$ cat src/rtl/serial_collector.sv
// serial_collector: reassembles LSB-first 8-bit words from an indexed serial
// stream and queues them in a small circular FIFO read by a pop handshake.
module serial_collector #(
  parameter int unsigned DEPTH = 4
) (
  input  logic                     clk,
  input  logic                     rst,
  input  logic                     b,
  input  logic [2:0]               s,
  input  logic                     active,
  input  logic                     rd,
  output logic [7:0]               dout,
  output logic                     valid,
  output logic                     full,
  output logic [$clog2(DEPTH):0]   count,
  output logic                     err,
  output logic                     ovf
);

  localparam int unsigned AW = $clog2(DEPTH);
  localparam int unsigned CW = AW + 1;

  typedef enum logic {HUNT, COLLECT} state_t;

  state_t        state, state_nxt;
  logic [7:0]    acc, acc_nxt;
  logic [2:0]    exp, exp_nxt;
  logic          push_c;
  logic [7:0]    word_c;
  logic          err_nxt;

  logic [7:0]    mem [DEPTH];
  logic [AW-1:0] wr_ptr, rd_ptr;
  logic          do_pop_c, do_push_c;

  // Assembly state register
  always_ff @(posedge clk or posedge rst) begin
    if (rst) begin
      state <= HUNT;
      acc   <= 8'h00;
      exp   <= 3'd0;
      err   <= 1'b0;
    end else begin
      state <= state_nxt;
      acc   <= acc_nxt;
      exp   <= exp_nxt;
      err   <= err_nxt;
    end
  end

  // Next-state logic: sync hunting, bit placement, word completion, error detection
  always_comb begin
    state_nxt = state;
    acc_nxt   = acc;
    exp_nxt   = exp;
    push_c    = 1'b0;
    word_c    = 8'h00;
    err_nxt   = 1'b0;
    if (active) begin
      case (state)
        HUNT: begin
          if (s == 3'd0) begin
            acc_nxt[0] = b;
            exp_nxt    = 3'd1;
            state_nxt  = COLLECT;
          end
        end
        COLLECT: begin
          if (s == exp) begin
            acc_nxt[s] = b;
            exp_nxt    = exp + 3'd1;
            if (exp == 3'd7) begin
              push_c = 1'b1;
              word_c = {b, acc[6:0]};
            end
          end else begin
            err_nxt = 1'b1;
            if (s == 3'd0) begin
              acc_nxt[0] = b;
              exp_nxt    = 3'd1;
            end else begin
              exp_nxt   = 3'd0;
              state_nxt = HUNT;
            end
          end
        end
        default: state_nxt = HUNT;
      endcase
    end
  end

  // A pop frees a slot, so a push on a full FIFO succeeds when popped together
  always_comb begin
    do_pop_c  = rd && (count != CW'(0));
    do_push_c = push_c && (!full || do_pop_c);
  end

  // FIFO storage, pointers, occupancy and overflow pulse
  always_ff @(posedge clk or posedge rst) begin
    if (rst) begin
      for (int i = 0; i < int'(DEPTH); i++) mem[i] <= 8'h00;
      wr_ptr <= '0;
      rd_ptr <= '0;
      count  <= '0;
      ovf    <= 1'b0;
    end else begin
      ovf <= push_c && !do_push_c;
      if (do_push_c) begin
        mem[wr_ptr] <= word_c;
        wr_ptr      <= wr_ptr + AW'(1);
      end
      if (do_pop_c) rd_ptr <= rd_ptr + AW'(1);
      if (do_push_c && !do_pop_c)      count <= count + CW'(1);
      else if (!do_push_c && do_pop_c) count <= count - CW'(1);
    end
  end

  // Status and head-of-queue view
  always_comb begin
    valid = (count != CW'(0));
    full  = (count == CW'(DEPTH));
    dout  = valid ? mem[rd_ptr] : 8'h00;
  end

endmodule
$ cat config.mk
export PLATFORM = sky130hd
export DESIGN_NAME = serial_collector
export DESIGN_NICKNAME = d
export VERILOG_FILES = /design/src/rtl/serial_collector.sv
export SDC_FILE = /design/constraint.sdc
export NUM_CORES = 1
export LEC_CHECK = 0
export CAP_MARGIN = 30
export CORE_UTILIZATION = 35
export CTS_BUF_LIST = sky130_fd_sc_hd__clkbuf_2
export DETAILED_ROUTE_END_ITERATION = 6
export GPL_TIMING_DRIVEN = 0
export PLACE_DENSITY = 0.54
export RECOVER_POWER = 100
export SYNTH_ARGS = -nofsm -noshare
export SYNTH_HDL_FRONTEND = slang
export SYNTH_SLANG_ARGS = --single-unit
$ cat constraint.sdc
create_clock -name clk -period 2.75 [get_ports clk]
set_input_delay 0.825 -clock clk [delete_from_list [all_inputs] [get_ports clk]]
set_output_delay 0.825 -clock clk [all_outputs]
set_load 0.01 [all_outputs]
; ---- Word-level counts from Yosys, hierarchy flattened
; Cells that the tools add are included.
[op_classes]
n_addsub = 5
magnitude_cmp = 5
eq_ne = 4
muxes = 33
bitwise_logic = 3
n_reduce_logical = 16
[op_table]
columns = cell, n
row1 = $mux 8, 8
row2 = $bwmux 32, 1
row3 = $bmux 8 s2, 1
row4 = $demux 8 s2, 1
row5 = $mux 1, 13
row6 = $mux 3, 4
row7 = $bwmux 8, 1
row8 = $logic_and 1x1->1, 7
row9 = $add 3x1->3 const B, 2
row10 = $eq 3x3->1 const B, 2
row11 = $ge 3x3->1 const B, 2
row12 = $not 2->3, 2
row13 = $pmux 3 s2, 1
row14 = $add 2x1->2 const B, 2
row15 = $lt 3x4->1 const B, 1
row16 = $pmux 1 s2, 2
row17 = $demux 1 s3, 1
row18 = $eq 3x3->1, 1
row19 = $ge 3x1->1 const B, 1
row20 = $logic_not 1->1, 3
row21 = $logic_not 3->1, 1
row22 = $lt 3x1->1 const B, 1
row23 = $reduce_and 3->1, 1
row24 = $reduce_bool 3->1, 1
row25 = other kinds (6), 6
[totals]
reg_bits = 53
input_bits = 8
wordCells = 79

; ---- Depth between registers and ports, before layout
; Gate-level depths: netlist of run 1.
[depth]
ltp_word = 10
depth_mapped = 10
ltp_nobuf = 9

; ---- Worst setup path before layout of run 1
; Ideal clock, no wire load.
[synth_path]
path_kind = input to register
startpoint = input port s[0]
endpoint = register count[2]
setup_ps = 79
t_arrival_ps = 2597
required_ps = 2671
setup_slack_ps = 74
path_stages = 10
n_path_buf = 1
path_cell_list = buf_6 xnor2_2 and4b_4 and3_1 ha_1 inv_1 fa_1 xor2_1 nor2_1 xor2_1
[synth_between]
elab_chain_cells = 8
elab_cells_between_ends = 10
cone_classes = 1 x eq/ne / 4 x mux / 5 x reduce/logical
[synth_rtl]
columns = item, line_no
row1 = start: declaration, 9  ; input logic [2:0] s,
row2 = $eq 3x3->1 *, 69  ; if (s == exp) begin
row3 = $mux 1 *, 69
row4 = $mux 1 *, 60  ; case (state)
row5 = $mux 1 *, 59  ; if (active) begin
row6 = $logic_and 1x1->1 *, 95  ; do_push_c = push_c && (!full || do_pop_c);
row7 = via do_push_c, 34  ; logic do_pop_c, do_push_c;
row8 = $logic_not 1->1, 114  ; else if (!do_push_c && do_pop_c) count <= count - CW'(1);
row9 = $logic_and 1x1->1, 114
row10 = $reduce_bool 2->1 (no line), --
row11 = end signal: assignment, 113  ; if (do_push_c && !do_pop_c) count <= count + CW'(1);
row12 = end signal: assignment, 114
row13 = end: declaration, 15  ; output logic [$clog2(DEPTH):0] count,
; Mark *: on every way through the listed nets, which the timed path passes. The rest lies on a longest branch.
; A chain may end at the register's enable or synchronous reset.

; ---- Worst setup path after layout of run 1
[layout_path]
startpoint = register rd_ptr[0]
endpoint = output port dout[3]
[layout_between]
elab_chain_cells = 5
[layout_rtl]
columns = item, line_no
row1 = start: declaration, 33  ; logic [AW-1:0] wr_ptr, rd_ptr;
row2 = start signal: assignment, 112  ; if (do_pop_c) rd_ptr <= rd_ptr + AW'(1);
row3 = $not 2->3 (not written as such), 122  ; dout = valid ? mem[rd_ptr] : 8'h00;
row4 = $bmux 8 s2, 122
row5 = $mux 8 (not written as such) (2 in a row), 122
row6 = $mux 8, 122
row7 = end: declaration, 12  ; output logic [7:0] dout,
; No other way between the ends. The select of a mux whose other input is x is not followed.

==> summary.txt, run 1 <==
Outcome
  • Status: completed

STA
  • Clock Skew: 0.0312 ns
  • RSZ-0062 raised after global routing: true
  • Slew margin rel.: 42.8%
  • Final Max Tran Viols: 0
  • Tightest Pin Transition: 0.857 ns
  • Post-layout min period: 2.66 ns
  • FMAX: 376 MHz
  • Period Utilization, post-route: 96.7%
  • Final setup viols: 0
  • Final Hold Vio Count: 0

Cells and area
  • Most frequent cells in the layout: 49 x dfrtp_1, 25 x mux2_1, 16 x mux2_2, 12 x clkbuf_2
  • Cell area after layout: 0.00302 sq mm
  • Fin cells: 312
  • Post-layout nets: 228
  • # diodes: 0
  • Fin util: 41.2%
  • Area grow syn2layout: 12.8%
  • Layout cells sized above 1: 34.3%
  • Commonest non-fill, non-tap cell in the layout: dfrtp_1

Setup path
  • Worst-path cell chain: buf_8 -> buf_12 -> mux4_2 -> and2_4 -> buf_6
  • WP depth: 5
  • CP max-delay cell: mux4_2
  • Top Family by Delay on Critical Path: multiplexers
  • Crit Path Category: reg2out
  • Worst path buffer plus inverter count: 3
  • Worst Path Arrival: 1.83 ns
  • Cell count of the worst reg-to-reg path: 6
  • CP Capture Type: output port
  • CP startpoint kind: flip-flop
  • Crit path max fanout: 5
  • CP required: 1.93 ns
  • Slowest Stage Delay on Critical Path: 0.48 ns

GRT
  • Total GRT Usage: 15.1%
  • First-pass GRT wire length: 8640 um
  • Largest net degree at the start of global routing: 32
  • Vias in the first global route: 1584
  • Grt total ovfl: 0
  • Initial antenna violation count: 0

Synth
  • Register area share after synthesis: 48.6%
  • Synth async-reset ratio: 100%
  • Mapped cell area: 0.00268 sq mm
  • Post-synthesis average cell area: 15.4 sq um
  • Area share of the largest cell type after synthesis: 48.6%
  • Mux cell area share after synthesis: 27.3%
  • Largest family of logic cells by synthesized area: multiplexers
  • Synth Area in Compound Gates: 2.01%
  • Area leader, netlist: dfrtp_1
  • Synthesized instance count: 174
  • Post-synth EDFFs: 0
  • Syn. warnings: 0
  • Simple-gate share of the synthesized area: 10.4%
  • Count of cell types in the netlist: 36
  • XOR/XNOR share of the synthesized area: 3.78%
  • Synth top area cells: dfrtp_1 49%, mux2_4 13%, mux2_2 6.7%, mux4_2 6.7%, ha_1 3.3%
  • Synthesized flop and latch total: 52
  • Synth Area in Adders: 4.02%
  • Prevailing post-synth register cell: dfrtp_1
  • Post-synth net total: 190

Detailed routing
  • Drt pass-1 iters: 4
  • DRT iter0 DRCs: 74
  • DRC violations left: 0
  • Routed Antenna Nets: 0
  • Routed wire length: 5190 um
  • WL/cell: 16.6 um
  • Via density: 4.86
  • DR vias: 1517

Floorplan
  • Core area: 0.00733 sq mm
  • FP Rows: 31
  • # IOs: 23
  • Die height: 89.5 um
  • Chip width: 89.5 um
  • Die area: 0.00801 sq mm
  • Initial Utilization: 36.5%

Placement
  • Placed Cells: 293
  • Buffers on Ports: 19
  • Placed cell area: 0.00301 sq mm
  • DP HPWL: 3660 um
  • Gpl congestion: 0.786

Power
  • Worst VDD drop: 0.000197 V
  • Leakage: 1.49 nW
  • PD cells: 593 mW/mm^2

Worst hold path
  • Hold Path Class: reg2reg
  • Hold Path Stages: 1

Clock tree
  • Clock Latency Late Sink: 0.46 ns
  • Clk root buf: clkbuf_2
  • Cts hold-fix bufs: 0
  • Num CTS Buffers: 5
  • H-Tree Depth: 2
  • Worst-path clk slew: 0.26 ns
  • CTS tree: yes
  • CTS Sinks: 52
  • Clock Path Buffers: 2

Job
  • Max-cap viol count: 0
==> what timing repair did <==
item | CTS | global route
buffers inserted | 11 | 2
pin swaps | 0 | 3
setup endpoints to repair | 10 | 12
resized for setup | 33 | 15
==> cell usage after synthesis, drive strengths merged, types with 2 or more instances <==
| cell type | number |
|---|---|
| a22o | 3 |
| xor2 | 2 |
| nand3 | 3 |
| nand2 | 4 |
| dfrtp | 52 |
| and2 | 8 |
| nand4b | 3 |
| xnor2 | 7 |
| nor2 | 3 |
| and4b | 2 |
| mux4 | 8 |
| inv | 5 |
| clkbuf | 3 |
| nand4 | 4 |
| buf | 7 |
| and4bb | 2 |
| ha | 7 |
| mux2 | 41 |
==> metrics by stage <==
| step | setup WS, ns | TNS (ns) | power [mW] | hold slack, ns |
|---|---|---|---|---|
| 4_1_cts | 0.00398 | 0 | 1.87 | 0.550 |
| 6_report | 0.0912 | 0 | 1.79 | 0.528 |
| 3_5_place_dp | -0.560 | -4.22 | 1.36 | 0.491 |
| 2_1_floorplan | 0.0736 | 0 | 1.18 | 0.475 |
| 5_1_grt | -0.0231 | -0.0654 | 1.91 | 0.545 |
| 3_3_place_gp | -0.500 | -14.59 | 1.34 | 0.483 |
==> path summary, 6_finish.rpt <==
| check | from | endpoint | slack (ns) |
|---|---|---|---|
| setup / recovery | rd_ptr[0] | dout[3] | 0.09 |
| hold / removal | mem[21] | mem[21] | 0.53 |
| setup reg to reg | exp[0] | mem[4] | 0.24 |
| hold reg to reg | mem[21] | mem[21] | 0.53 |
| max in group asynchronous | rst | acc[6] | 0.57 |
| min in group asynchronous | rst | state | 0.96 |
==> routing by layer <==
layer,vias up,GRT usage (%),wire [um]
met5,-,0,0
met3,7,2.86,147
met4,0,5.63,104
met1,777,19.1,2280
li1,706,-,-
met2,27,25.5,2650
==> worst reg2reg max path: stages (launching register included) <==
cell and delay (ns):
dfrtp_1 0.48, xnor2_1 0.28, and4b_4 0.30, clkbuf_4 0.14, clkbuf_1 0.50, nand4_4 0.33
mux2_1 0.40
==> cell type report <==
cell class              count  area, sq um
clock inverters             3         27.5
plain buffers               8         63.8
inverters                   5         18.8
repair buffers             33          284
clock buffers               5         25.0
fillers                   704         4310
flip-flops and latches     52         1310
multi-input cells         107         1170
well taps                  99          124
==> cells by family (layout without fill, tap and decap cells) <==
kind of cell | Yosys count | count (layout)
compound gates | 7 | 7
xor+xnor | 9 | 9
simple gates | 34 | 34
flops | 52 | 52
fa+ha+maj | 8 | 8
buf+inv | 15 | 54
mux | 49 | 49
==> report_power, final <==
group          switching, mW  internal, mW  total (mW)  leakage [nW]
registers             0.0417         0.826       0.868         0.700
logic                  0.269         0.320       0.589         0.761
clock network          0.262        0.0711       0.333        0.0311
total                  0.573          1.22        1.79          1.49
==> state kept, by name, indices dropped and copies added, names as in the netlist <==
signal / flops
wr_ptr: 2
acc: 7
ovf: 1
mem: 32
state: 1
exp: 3
rd_ptr: 2
count: 3
err: 1
(Power assumes the default switching activity.)
==> run 2: changes to the inputs <==
==> constraint.sdc (replaced) <==
create_clock -name clk -period 2.79 [get_ports clk]
set_input_delay 0.837 -clock clk [delete_from_list [all_inputs] [get_ports clk]]
set_output_delay 0.837 -clock clk [all_outputs]
set_load 0.01 [all_outputs]
==> summary.txt, run 2 (synthesis results as in run 1) <==
Outcome
  • Status: completed

Setup path
  • Crit Path Category: in2reg
  • Worst-path cell chain: clkbuf_1 -> xnor2_1 -> and4b_4 -> clkbuf_4 -> clkbuf_1 -> nand4_4 -> mux2_1
  • CP required: 3.14 ns
  • Slowest Stage Delay on Critical Path: 0.50 ns
  • Cell mode on critical path: clkbuf_1
  • CP max-delay cell: clkbuf_1
  • CP startpoint kind: input pin
  • Worst Path Arrival: 2.99 ns
  • Crit path max fanout: 10
  • CP Capture Type: flip-flop

Placement
  • Gpl congestion: 0.786
  • DP Worst Slack: -0.532 ns
  • Buffers on Ports: 19
  • Placed cell area: 0.00301 sq mm
  • DP HPWL: 3660 um
  • Placed Cells: 293

Power
  • Worst VDD drop: 0.000194 V
  • Sw power: 553 uW
  • Leakage: 1.46 nW
  • Flop pwr share: 49.8%
  • P_int: 1.17 mW
  • PD cells: 582 mW/mm^2
  • Comb pwr share: 31.2%
  • Clock share of power: 18.9%
  • Sw frac: 32.1%

GRT
  • Total GRT Usage: 15.0%
  • First-pass GRT wire length: 8600 um
  • Initial antenna violation count: 0
  • Grt total ovfl: 0
  • Vias in the first global route: 1561
  • Largest net degree at the start of global routing: 32

Cells and area
  • Largest register FFs: 32
  • Fin cells: 311
  • Most frequent cells in the layout: 49 x dfrtp_1, 24 x mux2_1, 16 x mux2_2, 11 x clkbuf_2, 10 x buf_4
  • Biggest register: mem
  • Biggest regs: mem x32, acc x7
  • Layout cells sized above 1: 30.7%
  • Commonest non-fill, non-tap cell in the layout: dfrtp_1
  • Area grow syn2layout: 10.5%
  • Post-layout nets: 227
  • # diodes: 0
  • Cell area after layout: 0.00296 sq mm
  • Fin util: 40.4%

Detailed routing
  • Via density: 4.82
  • DR vias: 1500
  • Routed Antenna Nets: 0
  • WL/cell: 16.7 um
  • DRC violations left: 0
  • Routed wire length: 5190 um
  • DRT iter0 DRCs: 58
  • Drt pass-1 iters: 5

STA
  • Clock Skew: 0.0215 ns
  • RSZ-0062 raised after global routing: false
  • FMAX: 379 MHz
  • Final setup viols: 0
  • Final Max Tran Viols: 0
  • Post-layout min period: 2.64 ns
  • Setup slack after layout: 0.154 ns
  • Final Hold Vio Count: 0
  • Hold WS: 0.527 ns
  • Tightest Pin Transition: 0.860 ns
  • Slew margin rel.: 42.6%
  • Period Utilization, post-route: 94.5%

Clock tree
  • H-Tree Depth: 2
  • Clk root buf: clkbuf_2
  • Worst-path clk slew: 0.29 ns
  • Num CTS Buffers: 5
  • Clock Latency Late Sink: 0.45 ns
  • CTS tree: yes
  • Clock Path Buffers: 2
  • Cts hold-fix bufs: 0
  • CTS Sinks: 52

Floorplan
  • Die height: 89.5 um
  • Core area: 0.00733 sq mm
  • # IOs: 23
  • Initial Utilization: 36.5%
  • FP Rows: 31
  • Die area: 0.00801 sq mm
  • Chip width: 89.5 um

Job
  • Max-cap viol count: 0

Worst hold path
  • Hold Path Class: reg2reg
run 2: worst max-delay path: cells and delay by family:
kind | cells | cell delay, ns
buffers and inverters | 3 | 0.89
AND/OR/NAND/NOR | 2 | 0.63
multiplexers | 1 | 0.40
XOR/XNOR | 1 | 0.22
run 2: layout make-up:
type                    count  area [sq um]
fillers                   703          4370
flip-flops and latches     52          1310
multi-input cells         107          1170
repair buffers             32           230
well taps                  99           124
plain buffers               8          63.8
clock inverters             3          27.5
clock buffers               5          25.0
inverters                   5          18.8
run 2: path summary, 6_finish.rpt:
path,from,endpoint,slack (ns),cells past startpoint
worst max-delay path,s[0],mem[4],0.15,7
worst min-delay path,mem[9],mem[9],0.53,1
worst max register to register,count[0],count[1],0.26,9
worst min register to register,mem[9],mem[9],0.53,1
max in group asynchronous,rst,acc[6],0.60,3
min in group asynchronous,rst,state,0.97,2
run 2: metrics by stage:
stage                     setup TNS, ns  power (mW)
after floorplan                       0        1.17
after global placement           -12.26        1.32
after detailed placement          -3.05        1.34
after CTS                             0        1.77
after global routing                  0        1.84
final                                 0        1.72
run 2: per-layer routing:
layer / GRT usage [%] / share of wire, % / vias to the layer above
li1: - / - / 701
met1: 19.0 / 45 / 769
met2: 25.8 / 51 / 25
met3: 2.86 / 2.6 / 5
met4: 4.76 / 1.3 / 0
met5: 0 / 0 / -
run 2: timing repair:
action                     in CTS  in global routing
gates resized for setup        21                 14
setup buffers                   7                  5
setup endpoints to repair      10                 12
gates cloned                    0                  0
pin swaps                       0                  0
run 2: power by group through the flow:
stage                     registers, mW  clock network, mW  logic [mW]
after global routing              0.868              0.376       0.595
after global placement            0.876                  0       0.443
after floorplan                   0.881                  0       0.286
final                             0.859              0.326       0.538
after CTS                         0.869              0.350       0.552
after detailed placement          0.884                  0       0.453
